<file path="config.mk">
export PLATFORM = sky130hd
export DESIGN_NAME = huffman_tree_builder
export DESIGN_NICKNAME = d
export VERILOG_FILES = /design/src/rtl/huffman_tree_builder.sv
export SDC_FILE = /design/constraint.sdc
export NUM_CORES = 1
export LEC_CHECK = 0
export CORE_ASPECT_RATIO = 0.7
export CORE_MARGIN = 5
export CORE_UTILIZATION = 57
export CTS_CLUSTER_DIAMETER = 100
export DETAILED_ROUTE_END_ITERATION = 6
export PLACE_DENSITY = 0.77
export REMOVE_ABC_BUFFERS = 1
export SYNTH_ARGS = -nofsm -noshare
export SYNTH_HDL_FRONTEND = slang
export SYNTH_SLANG_ARGS = --single-unit
</file>
<file path="constraint.sdc">
create_clock -name CLK -period 3.75 [get_ports CLK]
set_input_delay 0.5625 -clock CLK [delete_from_list [all_inputs] [get_ports CLK]]
set_output_delay 0.5625 -clock CLK [all_outputs]
set_load 0.02 [all_outputs]
</file>
<file path="src/rtl/huffman_tree_builder.sv">
// Iterative Huffman tree builder: repeatedly merges the two lightest active
// nodes of a 2*NSYM-1 entry node table using a single scan/merge FSM.
module huffman_tree_builder #(
    parameter int NSYM = 8,
    parameter int WW   = 8,
    parameter int SW   = WW + $clog2(NSYM),
    parameter int IW   = $clog2(2*NSYM-1)
) (
    input  logic          CLK,
    input  logic          RST,
    input  logic          wr_en,
    input  logic [IW-1:0] wr_addr,
    input  logic [WW-1:0] wr_data,
    input  logic          start,
    output logic          busy,
    output logic          done,
    input  logic [IW-1:0] rd_addr,
    output logic [SW-1:0] rd_weight,
    output logic [IW-1:0] rd_left,
    output logic [IW-1:0] rd_right,
    output logic [IW-1:0] rd_parent,
    output logic          rd_branch
);
    localparam int NN = 2*NSYM - 1;

    typedef enum logic [1:0] {IDLE, SCAN, MERGE, DONE} state_t;

    state_t        state_reg;
    logic [IW-1:0] m_reg;
    logic [IW-1:0] p_reg;
    logic [IW-1:0] min1_idx_reg, min2_idx_reg;
    logic [SW-1:0] min1_w_reg, min2_w_reg;
    logic          min1_vld_reg, min2_vld_reg;
    logic          busy_reg, done_reg;

    logic [SW-1:0] weight_w [NN];
    logic [IW-1:0] left_w   [NN];
    logic [IW-1:0] right_w  [NN];
    logic [IW-1:0] parent_w [NN];
    logic          branch_w [NN];
    logic          active_w [NN];

    logic [IW-1:0] k_w;
    logic [SW-1:0] sum_w;
    logic [SW-1:0] scan_w;
    logic          scan_act;

    assign k_w      = IW'(NSYM) + m_reg;
    assign sum_w    = min1_w_reg + min2_w_reg;
    assign scan_w   = weight_w[p_reg];
    assign scan_act = active_w[p_reg];

    // Each table entry owns its registers so the merge can update the new
    // node and both children in the same cycle.
    generate
        for (genvar gi = 0; gi < NN; gi++) begin : g_node
            localparam bit IS_LEAF = (gi < NSYM);
            logic [SW-1:0] weight_reg;
            logic [IW-1:0] left_reg, right_reg, parent_reg;
            logic          branch_reg, active_reg;

            always_ff @(posedge CLK) begin
                if (RST) begin
                    weight_reg <= '0;
                    left_reg   <= '0;
                    right_reg  <= '0;
                    parent_reg <= '0;
                    branch_reg <= 1'b0;
                    active_reg <= 1'b0;
                end else if (state_reg == IDLE) begin
                    if (start) begin
                        parent_reg <= '0;
                        branch_reg <= 1'b0;
                        if (IS_LEAF) begin
                            active_reg <= 1'b1;
                        end else begin
                            weight_reg <= '0;
                            left_reg   <= '0;
                            right_reg  <= '0;
                            active_reg <= 1'b0;
                        end
                    end
                    if (IS_LEAF && wr_en && wr_addr == IW'(gi)) begin
                        weight_reg <= SW'(wr_data);
                        active_reg <= 1'b1;
                    end
                end else if (state_reg == MERGE) begin
                    if (k_w == IW'(gi)) begin
                        weight_reg <= sum_w;
                        left_reg   <= min1_idx_reg;
                        right_reg  <= min2_idx_reg;
                        active_reg <= 1'b1;
                    end
                    if (min1_idx_reg == IW'(gi)) begin
                        active_reg <= 1'b0;
                        parent_reg <= k_w;
                        branch_reg <= 1'b0;
                    end
                    if (min2_idx_reg == IW'(gi)) begin
                        active_reg <= 1'b0;
                        parent_reg <= k_w;
                        branch_reg <= 1'b1;
                    end
                end
            end

            assign weight_w[gi] = weight_reg;
            assign left_w[gi]   = left_reg;
            assign right_w[gi]  = right_reg;
            assign parent_w[gi] = parent_reg;
            assign branch_w[gi] = branch_reg;
            assign active_w[gi] = active_reg;
        end
    endgenerate

    always_ff @(posedge CLK) begin
        if (RST) begin
            state_reg    <= IDLE;
            m_reg        <= '0;
            p_reg        <= '0;
            min1_idx_reg <= '0;
            min2_idx_reg <= '0;
            min1_w_reg   <= '0;
            min2_w_reg   <= '0;
            min1_vld_reg <= 1'b0;
            min2_vld_reg <= 1'b0;
            busy_reg     <= 1'b0;
            done_reg     <= 1'b0;
        end else begin
            done_reg <= 1'b0;
            case (state_reg)
                IDLE: begin
                    if (start) begin
                        state_reg    <= SCAN;
                        busy_reg     <= 1'b1;
                        m_reg        <= '0;
                        p_reg        <= '0;
                        min1_vld_reg <= 1'b0;
                        min2_vld_reg <= 1'b0;
                    end
                end
                SCAN: begin
                    // Strict compares keep the lower index on equal weights.
                    if (scan_act) begin
                        if (!min1_vld_reg || scan_w < min1_w_reg) begin
                            min2_idx_reg <= min1_idx_reg;
                            min2_w_reg   <= min1_w_reg;
                            min2_vld_reg <= min1_vld_reg;
                            min1_idx_reg <= p_reg;
                            min1_w_reg   <= scan_w;
                            min1_vld_reg <= 1'b1;
                        end else if (!min2_vld_reg || scan_w < min2_w_reg) begin
                            min2_idx_reg <= p_reg;
                            min2_w_reg   <= scan_w;
                            min2_vld_reg <= 1'b1;
                        end
                    end
                    if (p_reg == k_w - IW'(1)) begin
                        state_reg <= MERGE;
                    end else begin
                        p_reg <= p_reg + IW'(1);
                    end
                end
                MERGE: begin
                    if (m_reg == IW'(NSYM-2)) begin
                        state_reg <= DONE;
                        busy_reg  <= 1'b0;
                    end else begin
                        m_reg        <= m_reg + IW'(1);
                        p_reg        <= '0;
                        min1_vld_reg <= 1'b0;
                        min2_vld_reg <= 1'b0;
                        state_reg    <= SCAN;
                    end
                end
                DONE: begin
                    done_reg  <= 1'b1;
                    state_reg <= IDLE;
                end
                default: state_reg <= IDLE;
            endcase
        end
    end

    always_ff @(posedge CLK) begin
        if (RST || !(rd_addr < IW'(NN))) begin
            rd_weight <= '0;
            rd_left   <= '0;
            rd_right  <= '0;
            rd_parent <= '0;
            rd_branch <= 1'b0;
        end else begin
            rd_weight <= weight_w[rd_addr];
            rd_left   <= left_w[rd_addr];
            rd_right  <= right_w[rd_addr];
            rd_parent <= parent_w[rd_addr];
            rd_branch <= branch_w[rd_addr];
        end
    end

    assign busy = busy_reg;
    assign done = done_reg;

endmodule

</file>
# Yosys cells after proc, flatten, opt, wreduce, memory -nomap -nowiden

Index checks and enable logic that the tools add are counted.

Add/sub/neg operators: 5
$lt $le $gt $ge: 5
Equality and inequality tests: 78
Multiplexer cells: 347
Bitwise operators: 3
Reduce and logical (&&, ||, !) cells: 128

Operators with widths:

| operator                                                  | count |
|---|---|
| 2-to-1 mux 11 bit                                         | 60 |
| 2-to-1 mux 4 bit                                          | 114 |
| AND reduction 3 bit                                       | 57 |
| 2-to-1 mux 1 bit                                          | 157 |
| binary-select mux 11 bit (select 4 bit)                   | 2 |
| equality test 4 bit (second input constant)               | 21 |
| equality test 4 x 3 -> 1 bit (second input constant)      | 17 |
| nonzero test 4 bit                                        | 15 |
| binary-select mux 4 bit (select 4 bit)                    | 3 |
| nonzero test 3 bit                                        | 16 |
| nonzero test 2 bit                                        | 17 |
| equality test 4 x 2 -> 1 bit (second input constant)      | 8 |
| < comparator 11 bit                                       | 2 |
| inequality test 3 x 2 -> 1 bit (second input constant)    | 6 |
| equality test 4 x 1 -> 1 bit (second input constant)      | 4 |
| logical NOT 4 bit                                         | 4 |
| inequality test 2 bit (second input constant)             | 8 |
| inequality test 2 x 1 -> 1 bit (second input constant)    | 7 |
| one-hot mux 4 bit (3 select lines)                        | 1 |
| adder 11 bit                                              | 1 |
| greater-or-equal comparator 5 bit (second input constant) | 2 |
| inverter 4 -> 5 bit                                       | 2 |
| AND reduction 5 bit                                       | 2 |
| inequality test 3 bit (second input constant)             | 3 |
| other kinds (20)                                          | 37 |

Register bits after elaboration: 443
Input port bits: 20

# Logic depth before layout (Yosys ltp)

Depth after elaboration: 10
Mapped depth: 15
Depth with buffers taken out: 12

# Worst setup path before layout

No wires, ideal clock.

Kind: register to register
Start: register p_reg[0]
End: register min2_w_reg[6]
Setup time: 0.145 ns
Arrival: 3.716 ns
Path slack: -0.110 ns
Cell stages (with the launch flop): 15
Buffers on the path: 4
Cells stage by stage: dfxtp_1 buf_4 buf_2 buf_2 mux4_2 mux4_2 ha_1 and4_1 o211a_1 a22oi_1 a21oi_2 clkbuf_1 nor2_1 a21oi_1 a211oi_2

Cells in the longest elaborated chain, start to end: 8
Elaborated cells between the ends (all ways): 15
Those cells by class: 2 x order compare; 8 x mux; 1 x bitwise; 4 x reduce/logical

Ends and longest elaborated chain:

| item                                                     | RTL line | RTL |
|---|---|---|
| from (decl)                                              | 30       | `logic [IW-1:0] p_reg;` |
| from (signal assigned)                                   | 161      | `p_reg <= p_reg + IW'(1);` |
| inverter 4 -> 5 bit (implied by the code) (*)            | 50       | `assign scan_w = weight_w[p_reg];` |
| binary-select mux 11 bit (select 4 bit) (*)              | 50       |  |
| 2-to-1 mux 11 bit (implied by the code) (*) (2 in a row) | 50       |  |
| via scan_w[10]                                           | 45       | `logic [SW-1:0] scan_w;` |
| < comparator 11 bit, on equally long branches            | 145, 152 |  |
| logical OR 1 bit, on equally long branches               | 145, 152 |  |
| nonzero test 2 bit (no line)                             | n/a      |  |
| AND reduction 3 bit (no line)                            | n/a      |  |
| to (signal assigned)                                     | 147      | `min2_w_reg <= min1_w_reg;` |
| to (signal assigned)                                     | 154      | `min2_w_reg <= scan_w;` |
| to (decl)                                                | 32       | `logic [SW-1:0] min1_w_reg, min2_w_reg;` |

The timed path passes the listed nets; every way through them passes the cells marked *. The select of a mux whose other input is x is not followed.
A chain may end at the register's enable or synchronous reset.

# Worst setup path in the final report

Start: register p_reg[0]
End: register min2_w_reg[10]

Same word-level chain as after synthesis.

==> summary.txt <==
Timing
  – Max Clock Skew: 0.01605 ns
  – Pins over their slew limit: 0
  – Max_slew headroom: 11.33%
  – Setup TNS after final layout: 0 ns
  – Final period utilization: 97.04%
  – Final critical delay including setup and external delays: 3.639 ns
  – Crit path setup slack, layout: 0.1111 ns
  – Setup-failing EPs final: 0
  – Final hold vios: 0
  – FMAX: 274.8 MHz
  – Slew at the pin closest to its max-slew limit: 1.325 ns
  – Worst-case hold slack: 0.4055 ns

Placed design
  – HPWL after detailed placement: 46350 um
  – IO buf count: 45
  – Post-Place Worst Slack: 0.07107 ns
  – Final weighted congestion in routability-driven placement: 1.007
  – Placed Cells incl. Taps: 2820

Clocking
  – Clock buffer depth: 3
  – Clk sink count: 443
  – Clock root buffer master: clkbuf_16
  – Number of buffers created by CTS: 43
  – Number of hold buffers added after cts: 0
  – CTS tree: built
  – Maximum level of the CTS H-tree: 2
  – Clock latency at the later pin of the worst-skew pair: 0.56 ns
  – Clock-pin slew on the worst setup and hold paths: 0.06 ns

Yosys
  – Leading area contributor after synthesis: dfxtp_1
  – Yosys synthesis warning count: 0
  – Cells after Synth: 2396
  – Xor and xnor area share after synthesis: 0.7582%
  – Combinational family with the most area after synthesis: multiplexers
  – Area share of and/or/nand/nor cells after synthesis: 16.99%
  – Dominant cells by area after synthesis: dfxtp_1, mux4_2, nor2_1, nand2_1, a21oi_1
  – Count of flip-flops with a built-in enable after synthesis: 0
  – Post-Syn Area per Cell: 9.023 um^2
  – Compound-cell area share of the yosys netlist: 16.39%
  – Post-synthesis sequential element count: 443
  – Most common flop cell mapped by yosys: dfxtp_1
  – Async set or reset register ratio after synthesis: 0%
  – Proportion of synthesized area in mux cells: 18.35%
  – Sequential area share after synthesis: 41.02%
  – Synth top area share: 41.02%
  – Adder and majority gate portion of the synthesized area: 2.176%
  – Distinct cell type count of the synthesized netlist: 65
  – Summed instance area of the synthesized netlist: 21620 um^2

Critical path
  – Worst setup path startpoint: p_reg[0]
  – Biggest fanout along the worst timing path: 18
  – Family of cells with the greatest summed delay on the critical path: multiplexers
  – Worst path required time: 4.23 ns
  – Top cell by count, worst path: mux4_2
  – Worst path bufs/invs: 2
  – Slowest library cell on the worst path: mux4_2
  – Reg-to-reg critical path startpoint: p_reg[0]
  – Endpoint class of the critical path: flip-flop
  – Delay of the slowest critical-path stage: 0.56 ns
  – Critical Path, Cell by Cell: buf_4, mux4_2, mux4_2, ha_1, and4_1, o211a_1, a22oi_2, a21oi_4, a31oi_4, buf_12, nor2_1, a211oi_2
  – Critical Path Start Type: flip-flop
  – CP arrival: 4.12 ns
  – Type of the worst setup path: flip-flop to flip-flop

Routing
  – Met1 wire length: 27430 um
  – Antenna-violating nets left: 0
  – Met3 wire len: 10540 um
  – Vias per std cell: 6.688
  – Number of optimization iterations in the first detailed-route pass: 7
  – Initial detailed-routing violation count: 2889
  – Highest routed metal layer: met4
  – Routed wirelength normalized by instance count: 23.69 um
  – Met2 routed WL: 28710 um
  – DRC Markers: 0
  – Vias post-DR: 19460
  – Wire length after detailed routing: 68930 um

GRT
  – Number of antenna violations at the first check in global routing: 0
  – Number of global-route vias before repair: 18390
  – Overall routing resource usage: 31.32%
  – First-pass GRT wire length: 106000 um
  – Maximum number of pins on one net before global-route repair: 106
  – Grt total ovfl: 0

Die
  – Effective utilization at floorplan: 57.99%
  – Placeable Area: 37280 um^2
  – Chip Width: 242.8 um
  – Area of the die: 41980 um^2
  – Die extent in y: 172.9 um
  – Floorplan row count: 59
  – Number of top-level pins: 46

Final layout
  – Nets: 2446
  – Post-route insts no fill: 2910
  – Antenna diode count: 0
  – Leading cell type in the layout, fill and taps excluded: dfxtp_1
  – Fill cells: 2868
  – Number of flip-flops under the largest register name: 165
  – Most frequent cells in the layout: dfxtp_1, nor2_1, nand2_1, a21oi_1, mux4_2
  – Synthesis-to-layout area growth: 13.02%
  – Fraction of final layout cells with drive strength greater than 1: 15.15%

Power
  – Leakage power figure: 8.447 nW
  – Post-layout total power: 10.70 mW
  – Worst ir drop on vdd: 0.0003227 V
  – Power per cell area: 437.9 nW/um^2

Worst hold path
  – Path class of the lowest-slack min-delay path: primary input to flip-flop
  – Beginning of the worst hold path: RST

Outcome
  – Run status: complete, no violations

Run
  – Total of max-cap violations: 0
-- final cells by class --
type                            count  area, um^2  area share (%)
Clock inverter                     18       294.0           1.203
Inverter                           34       127.6          0.5223
Timing Repair Buffer              146        1406           5.756
Clock buffer                       60        1261           5.162
Tap cell                          488       610.6           2.499
Multi-Input combinational cell   1721       11860           48.53
Sequential cell                   443        8876           36.33
-- repair_timing --
action	in CTS	in global routing
setup endpoints to repair	0	30
buffers inserted	0	9
resized for setup	0	12
-- Yosys cell counts, drive strengths merged (12+ instances only) --
cell    instances
a211oi         76
a21oi         198
a22oi          35
a31oi          94
and3           12
buf            47
clkbuf        151
dfxtp         443
ha             36
inv            32
mux2i          69
mux4          143
nand2         301
nand2b         16
nand3          72
nor2          394
nor2b          36
nor3           27
o21ai         115
-- worst paths after layout --
check | to | slack, ns | depth (start not counted)
worst max register to register | min2_w_reg[10] | 0.11 | 12
worst max-delay path | min2_w_reg[10] | 0.11 | 12
worst min register to register | g_node[2].right_reg[0] | 0.46 | 2
worst min-delay path | g_node[10].right_reg[0] | 0.41 | 2
-- layer usage --
| layer | global-route usage, % | vias up |
|---|---|---|
| met2 | 44.15 | 1357 |
| met4 | 9.972 | 0 |
| met5 | 0 | - |
| li1 | - | 8556 |
| met1 | 45.06 | 9353 |
| met3 | 11.40 | 197 |
-- cells by family after synthesis --
family | Yosys count
compound gates | 573
xor+xnor | 17
fa+ha+maj | 37
buf+inv | 232
flops | 443
mux | 216
simple gates | 878
-- report_power, final --
group	total [mW]	internal, mW	switching [mW]
clock	4.78	2.84	1.94
combinational	1.10	0.363	0.736
sequential	4.82	4.76	0.0582
total	10.7	7.97	2.73
-- stage by stage --
stage	util [%]	instance area, um^2
after floorplan	-	20810
after global placement	60.89	22700
after detailed placement	60.89	22700
after CTS	65.06	24250
after global routing	65.54	24430
final	65.54	24430
No activity file was read; power rests on OpenSTA's default activity.
